**config.mk**
```make
export PLATFORM = sky130hd
export DESIGN_NAME = render_ctrl
export DESIGN_NICKNAME = d
export VERILOG_FILES = /design/src/rtl/render_ctrl.sv
export SDC_FILE = /design/constraint.sdc
export NUM_CORES = 1
export LEC_CHECK = 0
export CAP_MARGIN = 20
export CORE_MARGIN = 10
export CORE_UTILIZATION = 55
export CTS_CLUSTER_DIAMETER = 80
export CTS_CLUSTER_SIZE = 30
export DETAILED_ROUTE_END_ITERATION = 10
export GPL_TIMING_DRIVEN = 0
export PLACE_DENSITY = 0.82
export SYNTH_ARGS = -nofsm -noshare
export SYNTH_HDL_FRONTEND = slang
export SYNTH_SLANG_ARGS = --single-unit
```
**constraint.sdc**
```tcl
create_clock -name clk -period 4.87 [get_ports clk]
set_input_delay 0.7305 -clock clk [delete_from_list [all_inputs] [get_ports clk]]
set_output_delay 0.7305 -clock clk [all_outputs]
set_load 0.02 [all_outputs]
```
**src/rtl/render_ctrl.sv**
```systemverilog
// render_ctrl: command sequencer for the Mandelbrot renderer.
// Parses the command-buffer byte stream, latches the view parameters and
// runs one frame by counting completed pixels into the framebuffer address.
module render_ctrl #(
    parameter int CMD_AW = 8,
    parameter int PIXELS = 65536
) (
    input  logic              clk,
    input  logic              rst,
    input  logic              abort,
    input  logic              cmd_valid,
    input  logic [CMD_AW-1:0] cmd_len,
    output logic [CMD_AW-1:0] cmd_raddr,
    input  logic [7:0]        cmd_data,
    output logic [15:0]       cx,
    output logic [15:0]       cy,
    output logic [2:0]        zoom,
    output logic              run,
    input  logic              pix_done,
    output logic [15:0]       pix_addr,
    output logic              frame_done,
    output logic              err
);

    localparam logic [2:0] S_IDLE   = 3'd0;
    localparam logic [2:0] S_ADDR   = 3'd1;
    localparam logic [2:0] S_DATA   = 3'd2;
    localparam logic [2:0] S_RENDER = 3'd3;
    localparam logic [2:0] S_DONE   = 3'd4;

    localparam logic [7:0] OP_NOP      = 8'h00;
    localparam logic [7:0] OP_SET_CX   = 8'h01;
    localparam logic [7:0] OP_SET_CY   = 8'h02;
    localparam logic [7:0] OP_SET_ZOOM = 8'h03;
    localparam logic [7:0] OP_RENDER   = 8'h10;

    localparam logic [1:0] TGT_CX   = 2'd0;
    localparam logic [1:0] TGT_CY   = 2'd1;
    localparam logic [1:0] TGT_ZOOM = 2'd2;

    // The pixel counter only needs to reach PIXELS-1; the frame ends on the
    // pulse that arrives while it holds that value.
    localparam int CNT_W = (PIXELS > 1) ? $clog2(PIXELS) : 1;
    localparam logic [CNT_W-1:0] LAST_PIX = CNT_W'(PIXELS - 1);

    logic [2:0]        state;
    logic [CMD_AW-1:0] len;
    logic [CMD_AW-1:0] ptr;
    logic [1:0]        pend_cnt;
    logic [1:0]        pend_tgt;
    logic [7:0]        shadow;
    logic [CNT_W-1:0]  pix_cnt;

    logic              start;
    logic              last_byte;
    logic [CMD_AW-1:0] ptr_next;

    // Decode a parse start and whether the byte being consumed is the last one.
    always_comb begin
        start     = cmd_valid && (cmd_len != '0) && ((state == S_IDLE) || (state == S_DONE));
        ptr_next  = ptr + CMD_AW'(1);
        last_byte = (ptr_next == len);
    end

    // Main sequencer: parse bytes two cycles each, then count pixels until the frame ends.
    always_ff @(posedge clk) begin
        if (rst) begin
            state      <= S_IDLE;
            len        <= '0;
            ptr        <= '0;
            pend_cnt   <= 2'd0;
            pend_tgt   <= TGT_CX;
            shadow     <= 8'd0;
            pix_cnt    <= '0;
            cmd_raddr  <= '0;
            cx         <= 16'd0;
            cy         <= 16'd0;
            zoom       <= 3'd0;
            run        <= 1'b0;
            pix_addr   <= 16'd0;
            frame_done <= 1'b0;
            err        <= 1'b0;
        end else if (abort) begin
            state      <= S_IDLE;
            run        <= 1'b0;
            frame_done <= 1'b0;
            pend_cnt   <= 2'd0;
        end else begin
            case (state)
                S_IDLE, S_DONE: begin
                    if (start) begin
                        len        <= cmd_len;
                        ptr        <= '0;
                        cmd_raddr  <= '0;
                        err        <= 1'b0;
                        frame_done <= 1'b0;
                        pend_cnt   <= 2'd0;
                        state      <= S_ADDR;
                    end
                end
                S_ADDR: begin
                    state <= S_DATA;
                end
                S_DATA: begin
                    ptr <= ptr_next;
                    if (pend_cnt == 2'd0) begin
                        case (cmd_data)
                            OP_NOP: begin
                                if (last_byte) begin
                                    state <= S_IDLE;
                                end else begin
                                    cmd_raddr <= ptr_next;
                                    state     <= S_ADDR;
                                end
                            end
                            OP_SET_CX, OP_SET_CY, OP_SET_ZOOM: begin
                                pend_tgt <= (cmd_data == OP_SET_CX) ? TGT_CX :
                                            (cmd_data == OP_SET_CY) ? TGT_CY : TGT_ZOOM;
                                pend_cnt <= (cmd_data == OP_SET_ZOOM) ? 2'd1 : 2'd2;
                                if (last_byte) begin
                                    err   <= 1'b1;
                                    state <= S_IDLE;
                                end else begin
                                    cmd_raddr <= ptr_next;
                                    state     <= S_ADDR;
                                end
                            end
                            OP_RENDER: begin
                                pix_addr <= 16'd0;
                                pix_cnt  <= '0;
                                run      <= 1'b1;
                                state    <= S_RENDER;
                            end
                            default: begin
                                err   <= 1'b1;
                                state <= S_IDLE;
                            end
                        endcase
                    end else if (pend_cnt == 2'd2) begin
                        shadow   <= cmd_data;
                        pend_cnt <= 2'd1;
                        if (last_byte) begin
                            err   <= 1'b1;
                            state <= S_IDLE;
                        end else begin
                            cmd_raddr <= ptr_next;
                            state     <= S_ADDR;
                        end
                    end else begin
                        case (pend_tgt)
                            TGT_CX:  cx   <= {cmd_data, shadow};
                            TGT_CY:  cy   <= {cmd_data, shadow};
                            default: zoom <= cmd_data[2:0];
                        endcase
                        pend_cnt <= 2'd0;
                        if (last_byte) begin
                            state <= S_IDLE;
                        end else begin
                            cmd_raddr <= ptr_next;
                            state     <= S_ADDR;
                        end
                    end
                end
                S_RENDER: begin
                    if (pix_done) begin
                        pix_addr <= pix_addr + 16'd1;
                        if (pix_cnt == LAST_PIX) begin
                            run        <= 1'b0;
                            frame_done <= 1'b1;
                            state      <= S_DONE;
                        end else begin
                            pix_cnt <= pix_cnt + CNT_W'(1);
                        end
                    end
                end
                default: begin
                    state <= S_IDLE;
                end
            endcase
        end
    end

endmodule

```
==> Word-level counts from Yosys, hierarchy flattened <==
Cells that the tools add are included.
{ "totals": {"word_cells": 118, "in_bits": 21, "ff_bits": 109, "out_inout_bits": 62} }
{ "classes": {"n_addsub": 3, "n_bitwise": 4, "reduce_logical": 32, "n_eq_ne": 22, "n_mux": 42} }
{ "ops": {"columns": ["operator", "n"], "rows": [
  ["$mux W16", 5],
  ["$pmux W16 S2", 2],
  ["$add A16 B1 Y16 const B", 2],
  ["$mux W8", 4],
  ["$pmux W8 S2", 2],
  ["$reduce_and A5 Y1", 6],
  ["$eq A16 B16 Y1 const B", 1],
  ["$eq A8 B2 Y1 const B", 2],
  ["$reduce_and A4 Y1", 4],
  ["$mux W1", 12],
  ["$mux W2", 6],
  ["$mux W3", 4],
  ["$pmux W3 S4", 1],
  ["$reduce_and A3 Y1", 4],
  ["$ne A2 B2 Y1 const B", 5],
  ["$ne A3 B3 Y1 const B", 3],
  ["$add A8 B1 Y8 const B", 1],
  ["$eq A8 B1 Y1 const B", 1],
  ["$eq A8 B5 Y1 const B", 1],
  ["$eq A8 B8 Y1", 1],
  ["$logic_not A8 Y1", 1],
  ["$pmux W1 S2", 4],
  ["$pmux W2 S2", 2],
  ["$reduce_bool A8 Y1", 1],
  ["17 further kinds", 28]
]} }

==> Depth between registers and ports, before layout <==
Gate-level depths: netlist of run 1.
{ "depth": {"ltp_word": 6, "mapped_depth": 9, "depth_no_buf": 7} }

==> Worst setup path before layout of run 1 <==
No wires, ideal clock.
{ "synth_timing": {"kind": "input to register", "startpoint": "in cmd_data[5]", "endpoint": "reg pix_addr[15]", "path_buffers": 0, "arrival_ns": 2.446, "stages": 6, "path_slack_ns": 2.354, "cell_sequence": "or4_4 -> nor4_4 -> a21o_2 -> nand3_2 -> or3_1 -> a21oi_1"} }
{ "synth_via": {"elab_chain_len": 3} }
{ "synth_lines": {"columns": ["item", "line", "source"], "rows": [
  ["start, declared", "14", "input logic [7:0] cmd_data,"],
  ["$eq A8 B5 Y1", "107", "case (cmd_data)"],
  ["$ne A2 B1 Y1 (no line)", null, null],
  ["$reduce_and A5 Y1 (no line)", null, null],
  ["end signal, assigned", "166", "pix_addr <= pix_addr + 16'd1;"],
  ["end, declared", "20", "output logic [15:0] pix_addr,"]
]} }
Every way passes these cells.
A chain may end at the register's enable or synchronous reset.

==> Worst setup path after layout of run 1 <==
{ "layout_timing": {"startpoint": "in abort", "endpoint": "reg cx[9]"} }
{ "layout_via": {"elab_chain_len": 2} }
{ "layout_lines": {"columns": ["item", "line", "source"], "rows": [
  ["start, declared", "10", "input logic abort,"],
  ["$not A1 Y1 (no line)", null, null],
  ["$reduce_and A5 Y1 (no line)", null, null],
  ["end signal, assigned", "151", "TGT_CX: cx <= {cmd_data, shadow};"],
  ["end, declared", "15", "output logic [15:0] cx,"]
]} }
Every way passes these cells.

==> out/metrics.yaml, run 1 <==
global_routing:
  grt_use_total: 0.1940
  first_global_vias: 4363
  grt_antenna_before_repair: 0
  grt_pass1_wl_um: 21360
  grt_start_max_net_pins: 22
  gr-total-overflow: 0
route:
  wl_per_cell_um: 16.61
  first_iter_violations: 325
  drt-total-wl_um: 12850
  routed_via_density: 5.708
  drtAntennaViolNets: 0
  vias: 4418
  drc: 0
  drtPass1Iterations: 5
pwr:
  p_int_mw: 1.186
  p_sw_uw: 396.6
  p_comb_frac: 0.052
  swShare: 0.2506
  powerDensity_nw_per_um2: 259.0
  leakagePower_nw: 2.150
  vdd_drop_max_v: 0.0001782
  clock_power_share: 0.380
  p_seq_frac: 0.569
floorplanning:
  pin_count: 83
  rows: 34
  core_um2: 8763
  initial_core_util: 0.5657
  die_y_um: 114.9
  dieArea_um2: 13210
  die_w_um: 114.9
yosys:
  avgSynthCellArea_um2: 8.682
  ys_ff_latch: 109
  seq_area_frac_synth: 0.4402
  synth_flop_cell: "dfxtp_1"
  yosysWarnings: 0
  yosysMostFrequentCell: "dfxtp_1"
  synth_area_um2: 4957
  synth_top_area_cell: "dfxtp_1"
  syn_nets: 595
  async_flop_share: 0
  yosys-top-cells-area: "dfxtp_1 (44%), mux2i_1 (7.5%), nor2_1 (6.7%), nand2_1 (4.5%), xor2_1 (4.2%)"
  synth_cells: 571
  yosysTopAreaCellShare: 0.4402
  synth_edf_count: 0
  synth_cell_types: 51
  synth_commonest_cells: "dfxtp_1 (109), nor2_1 (88), nand2_1 (59)"
placement:
  hpwl_um: 9466
  io_buffers: 79
  routabilityCongestion: 0.9414
timing:
  relSlewSlack: 0.5173
  skew_ps: 18.01
  fmax_mhz: 332.9
  finalSetupTns_ps: 0
  tightest_slew_ps: 720.2
  fin_crit_ps: 3004
  rsz0062_at_grt: "false"
  period_share: 0.6168
  drv_slew: 0
  hold_viol: 0
  setup_violations: 0
clock_network:
  clk_latency_ps: 380
  postCtsHoldBufs: 0
  cts_root_buffer: "clkbuf_8"
  cts.clk_slew.worst_paths_ps: 110
  cts_resized: 0
  htreeDepth: 3
  clockBufferDepth: 2
  post_cts_buffers: 0
  cts_made_buffers: 9
  cts_tree: "done"
  numClockSinks: 109
worst_setup_path:
  critical_path.endpoint_type: "register"
  crit_path_max_fanout: 10
  worstPathRequired_ps: 5130
  start_kind: "input port"
  worst-path-buf-inv: 2
  max_stage_delay_ps: 570
  path_class: "input port to register"
  crit_slowest_cell: "nor3_2"
  cp_top_family: "simple AND/OR/NAND/NOR gates"
  worst-endpoint-arrival_ps: 3260
  cp_cell_sequence: "clkdlybuf4s50_1 > nor4b_4 > nand2_1 > nor3_2 > buf_2 > mux2i_1 > nor2_1"
final_layout:
  drive_gt1_frac: 0.06607
  syn_to_final_growth_pct: 23.30
  fin_nets: 685
  antenna_cells: 0
  multi_input_area_um2: 2580
  regArea_um2: 2182
  final_util: 0.6975
  fillCellCount: 681
min_path:
  hp-class: "register to register"
job:
  maxCapViolations: 0
status:
  status: "complete, no violations"
==> cells in the final DEF, fill, tap and decap left out, types with 3 or more instances in the layout <==
| cell type | instances |
|---|---|
| and2_1 | 8 |
| inv_1 | 15 |
| nor4b_2 | 4 |
| and4_1 | 4 |
| or3_1 | 7 |
| nand4_1 | 23 |
| xor2_1 | 24 |
| nand2_1 | 59 |
| xnor2_1 | 11 |
| o21ai_0 | 6 |
| clkdlybuf4s50_1 | 79 |
| o211ai_1 | 3 |
| ha_1 | 3 |
| clkbuf_8 | 9 |
| dfxtp_1 | 109 |
| or2_2 | 5 |
| nand2b_1 | 3 |
| o22ai_1 | 9 |
| or4_1 | 4 |
| a211oi_1 | 4 |
| buf_2 | 8 |
| mux2i_1 | 37 |
| nand3_1 | 16 |
| nor2_1 | 88 |
| a31oi_1 | 5 |
| nor3_1 | 9 |
| and3_1 | 9 |
| a21oi_1 | 41 |
| clkbuf_1 | 24 |
| inv_8 | 3 |
| nor2b_1 | 5 |
==> tightest hold or removal path, delay by kind of cell, from the launching register on <==
family / cells / cell delay, ps
AO/OA/AOI/OAI: 1 / 50
buffers and inverters: 1 / 50
flip-flops: 1 / 330
==> final timing paths <==
kind | slack (ps) | end | from | depth (start not counted)
setup / recovery | 1870 | cx[9]$_SDFFE_PP0P_ | abort | 7
hold / removal | 450 | frame_done$_SDFFE_PP0P_ | frame_done$_SDFFE_PP0P_ | 2
setup reg to reg | 2340 | cx[9]$_SDFFE_PP0P_ | state[2]$_SDFFE_PP0P_ | 6
hold reg to reg | 450 | frame_done$_SDFFE_PP0P_ | frame_done$_SDFFE_PP0P_ | 2
==> cell families after synthesis <==
group,share of synthesized area
simple gates,0.2622
flops,0.4402
compound gates,0.09541
buf+inv,0.03937
xor+xnor,0.08051
mux,0.07471
fa+ha+maj,0.007573
==> state kept, by name, indices dropped and copies added, names as in the netlist, 2 cells and up <==
| register | flops |
|---|---|
| shadow | 8 |
| cy | 16 |
| pend_cnt | 2 |
| zoom | 3 |
| ptr | 8 |
| pend_tgt | 2 |
| cx | 16 |
| pix_cnt | 16 |
| cmd_raddr | 8 |
| len | 8 |
| state | 3 |
| pix_addr | 16 |
==> per-layer routing <==
layer / track usage / vias up / wire length (um)
met2: 0.3296 / 169 / 6331
met5: 0 / - / 0
met1: 0.2341 / 2086 / 5350
li1: - / 2147 / -
met4: 0.03218 / 0 / 110
met3: 0.06875 / 16 / 1060
==> cell type report <==
type | instances | area share
multi-input cells | 413 | 0.4221
inverters | 15 | 0.009212
flip-flops and latches | 109 | 0.3570
clock inverters | 7 | 0.01720
well taps | 108 | 0.02211
repair buffers | 79 | 0.1294
plain buffers | 34 | 0.02272
clock buffers | 9 | 0.02027
==> through the flow <==
step	instance area, um2	power [mW]	hold WS (ps)	std cells	setup slack [ps]
global placement	5883	0.9984	438.2	758	1546
CTS	6112	1.590	453.8	774	1896
finish	6112	1.583	449.7	774	1866
global route	6112	1.640	475.2	774	1728
floorplan	4957	0.9653	444.2	571	2354
detailed placement	5883	1.000	437.5	758	1502
==> power by group through the flow <==
stage,Sequential (mW),Clock (mW),Combinational (mW)
floorplan,0.919,0,0.0460
global placement,0.920,0,0.0781
detailed placement,0.920,0,0.0800
CTS,0.900,0.609,0.0805
global route,0.901,0.652,0.0876
finish,0.900,0.601,0.0816
(Power assumes the default switching activity.)
==> run 2, diff against run 1 <==
Settings changed: CORE_UTILIZATION 55 to 48, PLACE_DENSITY 0.82 to 0.76.
Clock period 4.87 ns to 2.55 ns, I/O delays scaled along.
==> out/metrics.yaml, run 2 (synthesis gave the netlist of run 1 again) <==
worst_setup_path:
  r2r-start: "ptr[1]$_SDFFE_PP0P_"  # was state[2]$_SDFFE_PP0P_
  crit_slowest_cell: "or4_1"  # was nor3_2
  cp_cell_sequence: "clkdlybuf4s50_1 > or4_1 > o211ai_1 > a21o_1 > buf_2 > nor2_2 > nor3_1 > o31a_1"  # was clkdlybuf4s50_1 > nor4b_4 > nand2_1 > nor3_2 > buf_2 > mux2i_1 > nor2_1
  path_class: "input port to register"  # unchanged
  critical_path.endpoint_type: "register"  # unchanged
  timing.rr.end: "cmd_raddr[1]$_SDFFE_PP0P_"  # was cx[9]$_SDFFE_PP0P_
  reg2reg_slack_ps: 260  # was 2340 ps
  worstPathRequired_ps: 2890  # was 5130 ps
  crit_path_max_fanout: 9  # was 10
  start_kind: "input port"  # unchanged
  cp_top_family: "simple AND/OR/NAND/NOR gates"  # unchanged
  worst_r2r_path_depth: 7  # was 6
  worst-path-buf-inv: 2  # unchanged
  worst-endpoint-arrival_ps: 2800  # was 3260 ps
  max_stage_delay_ps: 610  # was 570 ps
  crit_start: "cmd_len[0]"  # was abort
global_routing:
  grt_pass1_wl_um: 20730  # was 21360 um
  grt_start_max_net_pins: 20  # was 22
  grt_antenna_before_repair: 0  # unchanged
  grt_use_total: 0.1699  # was 0.1940
  first_global_vias: 4339  # was 4363
  gr-total-overflow: 0  # unchanged
timing:
  fin_crit_ps: 2468
  relSlewSlack: 0.5799  # was 0.5173
  hold_viol: 0  # unchanged
  tightest_slew_ps: 628.8  # was 720.2 ps
  skew_ps: 12.32  # was 18.01 ps
  period_share: 0.9677
  setup_violations: 0  # unchanged
  holdWs_ps: 428.9  # was 449.7 ps
  finalSetupTns_ps: 0  # unchanged
  drv_slew: 0  # unchanged
  fmax_mhz: 405.2
route:
  vias: 4367  # was 4418
  routed_via_density: 5.411  # was 5.708
  first_iter_violations: 240  # was 325
  drtPass1Iterations: 5  # unchanged
  drt-total-wl_um: 12510  # was 12850 um
  drc: 0  # unchanged
  drtAntennaViolNets: 0  # unchanged
  wl_per_cell_um: 15.50  # was 16.61 um
floorplanning:
  pin_count: 83  # unchanged
  die_y_um: 121.6  # was 114.9 um
  rows: 37  # was 34
  core_um2: 10180  # was 8763 um2
  initial_core_util: 0.4867  # was 0.5657
  dieArea_um2: 14790  # was 13210 um2
  die_w_um: 121.6  # was 114.9 um
final_layout:
  finalNonFillerCells: 807  # was 774
  drive_gt1_frac: 0.08197  # was 0.06607
  layout_common_cells: "dfxtp_1 (109), nor2_1 (88), clkdlybuf4s50_1 (79), nand2_1 (59), a21oi_1 (40)"  # was dfxtp_1 (109), nor2_1 (88), clkdlybuf4s50_1 (79), nand2_1 (59), a21oi_1 (41)
  final_common_cell: "dfxtp_1"  # unchanged
  syn_to_final_growth_pct: 24.81  # was 23.30%
  antenna_cells: 0  # unchanged
  fillCellCount: 923  # was 681
  fin_nets: 690  # was 685
  final_util: 0.6075  # was 0.6975
pwr:
  p_seq_frac: 0.600  # was 0.569
  vdd_drop_max_v: 0.0003718  # was 0.0001782 V
  swShare: 0.2507  # was 0.2506
  p_int_mw: 2.146  # was 1.186 mW
  powerDensity_nw_per_um2: 463.0  # was 259.0 nW/um2
  leakagePower_nw: 2.148  # was 2.150 nW
  clock_power_share: 0.344  # was 0.380
  p_sw_uw: 718.2  # was 396.6 uW
  p_comb_frac: 0.055  # was 0.052
  p_total_mw: 2.865  # was 1.583 mW
placement:
  routabilityCongestion: 0.8974  # was 0.9414
  dp_cells: 786  # was 758
  io_buffers: 79  # unchanged
  hpwl_um: 9354  # was 9466 um
clock_network:
  clockBufferDepth: 2  # unchanged
  numClockSinks: 109  # unchanged
  cts.clk_slew.worst_paths_ps: 100  # was 110 ps
  postCtsHoldBufs: 0  # unchanged
  clk_latency_ps: 380  # about the same
  cts_made_buffers: 9  # unchanged
  htreeDepth: 3  # unchanged
  cts_tree: "done"  # unchanged
  cts_root_buffer: "clkbuf_8"  # unchanged
min_path:
  hold_depth: 3  # was 2
  hp-class: "input port to register"  # was register to register
  hp-start: "cmd_data[1]"  # was frame_done$_SDFFE_PP0P_
  min_to: "cy[9]$_SDFFE_PP0P_"  # was frame_done$_SDFFE_PP0P_
job:
  maxCapViolations: 0  # unchanged
status:
  status: "complete, no violations"  # unchanged
==> run 2: cell type report <==
class                   instances  area [um2]  area share
repair buffers                 86       843.3      0.1363
flip-flops and latches        109        2182      0.3527
inverters                      15       56.30    0.009100
plain buffers                  32       137.6     0.02224
well taps                     136       170.2     0.02750
multi-input cells             413        2613      0.4222
clock buffers                  10       127.6     0.02063
clock inverters                 6       57.56    0.009302
==> run 2: worst max path at each step <==
| stage | to | slack [ps] | cells past startpoint |
|---|---|---|---|
| global route | err$_SDFFE_PP0P_ | -5 | 8 |
| CTS | cmd_raddr[1]$_SDFFE_PP0P_ | 60 | 7 |
| global placement | cx[9]$_SDFFE_PP0P_ | -460 | 7 |
| floorplan | pix_addr[15]$_SDFFE_PP0P_ | 380 | 6 |
| detailed placement | cx[11]$_SDFFE_PP0P_ | -500 | 7 |
| finish | err$_SDFFE_PP0P_ | 80 | 8 |
==> run 2: stage by stage <==
step / area [um2] / setup WS, ps
3_5_place_dp: 5918 / -499.3
3_3_place_gp: 5918 / -458.4
4_1_cts: 6121 / 60.01
5_1_grt: 6187 / -4.587
6_report: 6187 / 82.31
2_1_floorplan: 4957 / 381.5
==> run 2: worst reg2reg max path: stages (launching register included) <==
cell and delay (ps):
dfxtp_1 460, ha_2 290, inv_1 90, or2_2 340, a311oi_2 310, o211ai_1 200, o2111ai_4 350, o22ai_1 130
==> run 2: timing repair <==
| action | 4_1_cts | 5_1_grt |
|---|---|---|
| setup buffers | 2 | 5 |
| pin swaps | 1 | 3 |
| resized for setup | 1 | 9 |
| setup endpoints to repair | 32 | 36 |
==> run 2: power by group through the flow <==
stage               clock network (mW)  registers (mW)  logic [mW]
finish                           0.987            1.72       0.158
global route                      1.08            1.72       0.172
CTS                               1.02            1.72       0.153
detailed placement                   0            1.76       0.152
global placement                     0            1.76       0.150
floorplan                            0            1.76      0.0878
==> run 2: per-layer routing <==
layer	track usage	vias to the layer above	wire length, um
li1	-	2160	-
met1	0.1993	2085	5452
met2	0.2852	114	6000
met3	0.06938	8	966
met4	0.03800	0	87
met5	0	-	0
==> variant, RTL diff (settings of run 2) <==
Change the parameter `PIXELS` from 65536 to 16384.
--- a/src/rtl/render_ctrl.sv
+++ b/src/rtl/render_ctrl.sv
@@ -4,5 +4,5 @@
 module render_ctrl #(
     parameter int CMD_AW = 8,
-    parameter int PIXELS = 65536
+    parameter int PIXELS = 16384
 ) (
     input  logic              clk,
Formal check against the unedited RTL: no difference found for any inputs over 4 cycles, from zero or initial values and one cycle with rst high; that may be too few to reach the edited logic, so the function may still have changed.
==> variant against run 2 <==
- maximum frequency up 2.5%
- utilization up 1.1 points
- setup slack better by 60 ps
- power up 5.4%
- routed wire length up 4.1%
- clock skew down 0.88 ps
- sequential cell count down 2
- design area down 2.3%
- synthesized area down 2.9%
- sequential power down 2%
- synthesized cell count up 0.53%
- global-route usage up 1.0 points
- highest routed layer unchanged
==> variant: results (changes against run 2) <==
CP endpoint=pix_cnt[13]$_SDFFE_PP0P_; placed insts=789 (+0.38%); DP Worst Slack=-345 ps (+155 ps); Worst Hold Class=reg -> reg; WL/cell=16.2 um (+4.2%); run status=completed; worst-case vdd ir drop=469 uV (+26%); WL met3=865 um (-10%); Logic power comb=0.000162 W (+3%); CP startpoint=cmd_data[7]; share of cells above drive strength 1=7.28% (-0.92 points); final cell count without fillers=806 (-0.12%); r2r setup slk=150 ps (-110 ps); synth cell count leaders=nand2_1 (109), dfxtp_1 (107), a21oi_1 (63), nor2_1 (56), xor2_1 (25); final weighted congestion in routability-driven placement=0.858 (-4.4%); clock skew=11.4 ps (-0.877 ps); Vias=4,451 (+1.9%); CP top delay family=buffers and inverters; fillcell total=864 (-6.4%); Cell Rows=36 (-2.7%); met3 Usage GRT=5.44% (-1.5 points); CP max stage cell=clkdlybuf4s50_1; switching part of the total=23.5% (-1.5 points); number of port buffers=82 (+3.8%); hold path cells=2 (-1); maximum fanout along the worst path=10 (+1)
-- variant: cell count changes in the layout (fill, tap and decap cells not counted), moves of 5 or more --
cell and delta:
a21oi_1 +23, nand2_1 +50, o22ai_1 -7, nand3_1 +6
nor3_1 +5, nor2_1 -32, nor2b_1 -5, inv_1 -10
mux2i_1 -24, nand4_1 -10
-- variant: timing repair --
action | 4_1_cts | 5_1_grt
buffers inserted | 0 | 1
hold buffers | 0 | 0
resized for setup | 0 | 7
endpoints found under the setup margin | 0 | 49
-- variant: logic make-up (layout without fill, tap and decap cells) --
logic type / Yosys count / in the layout / share of synthesized area [%]
AOI/OAI and AO/OA: 96 / 96 / 11.7
xor gates and xnor gates: 39 / 39 / 7.38
adders and majority gates: 3 / 3 / 0.780
buffers and inverters: 38 / 137 / 3.87
DFF: 107 / 107 / 44.5
muxes: 14 / 14 / 2.94
and+or+nand+nor: 277 / 277 / 28.9
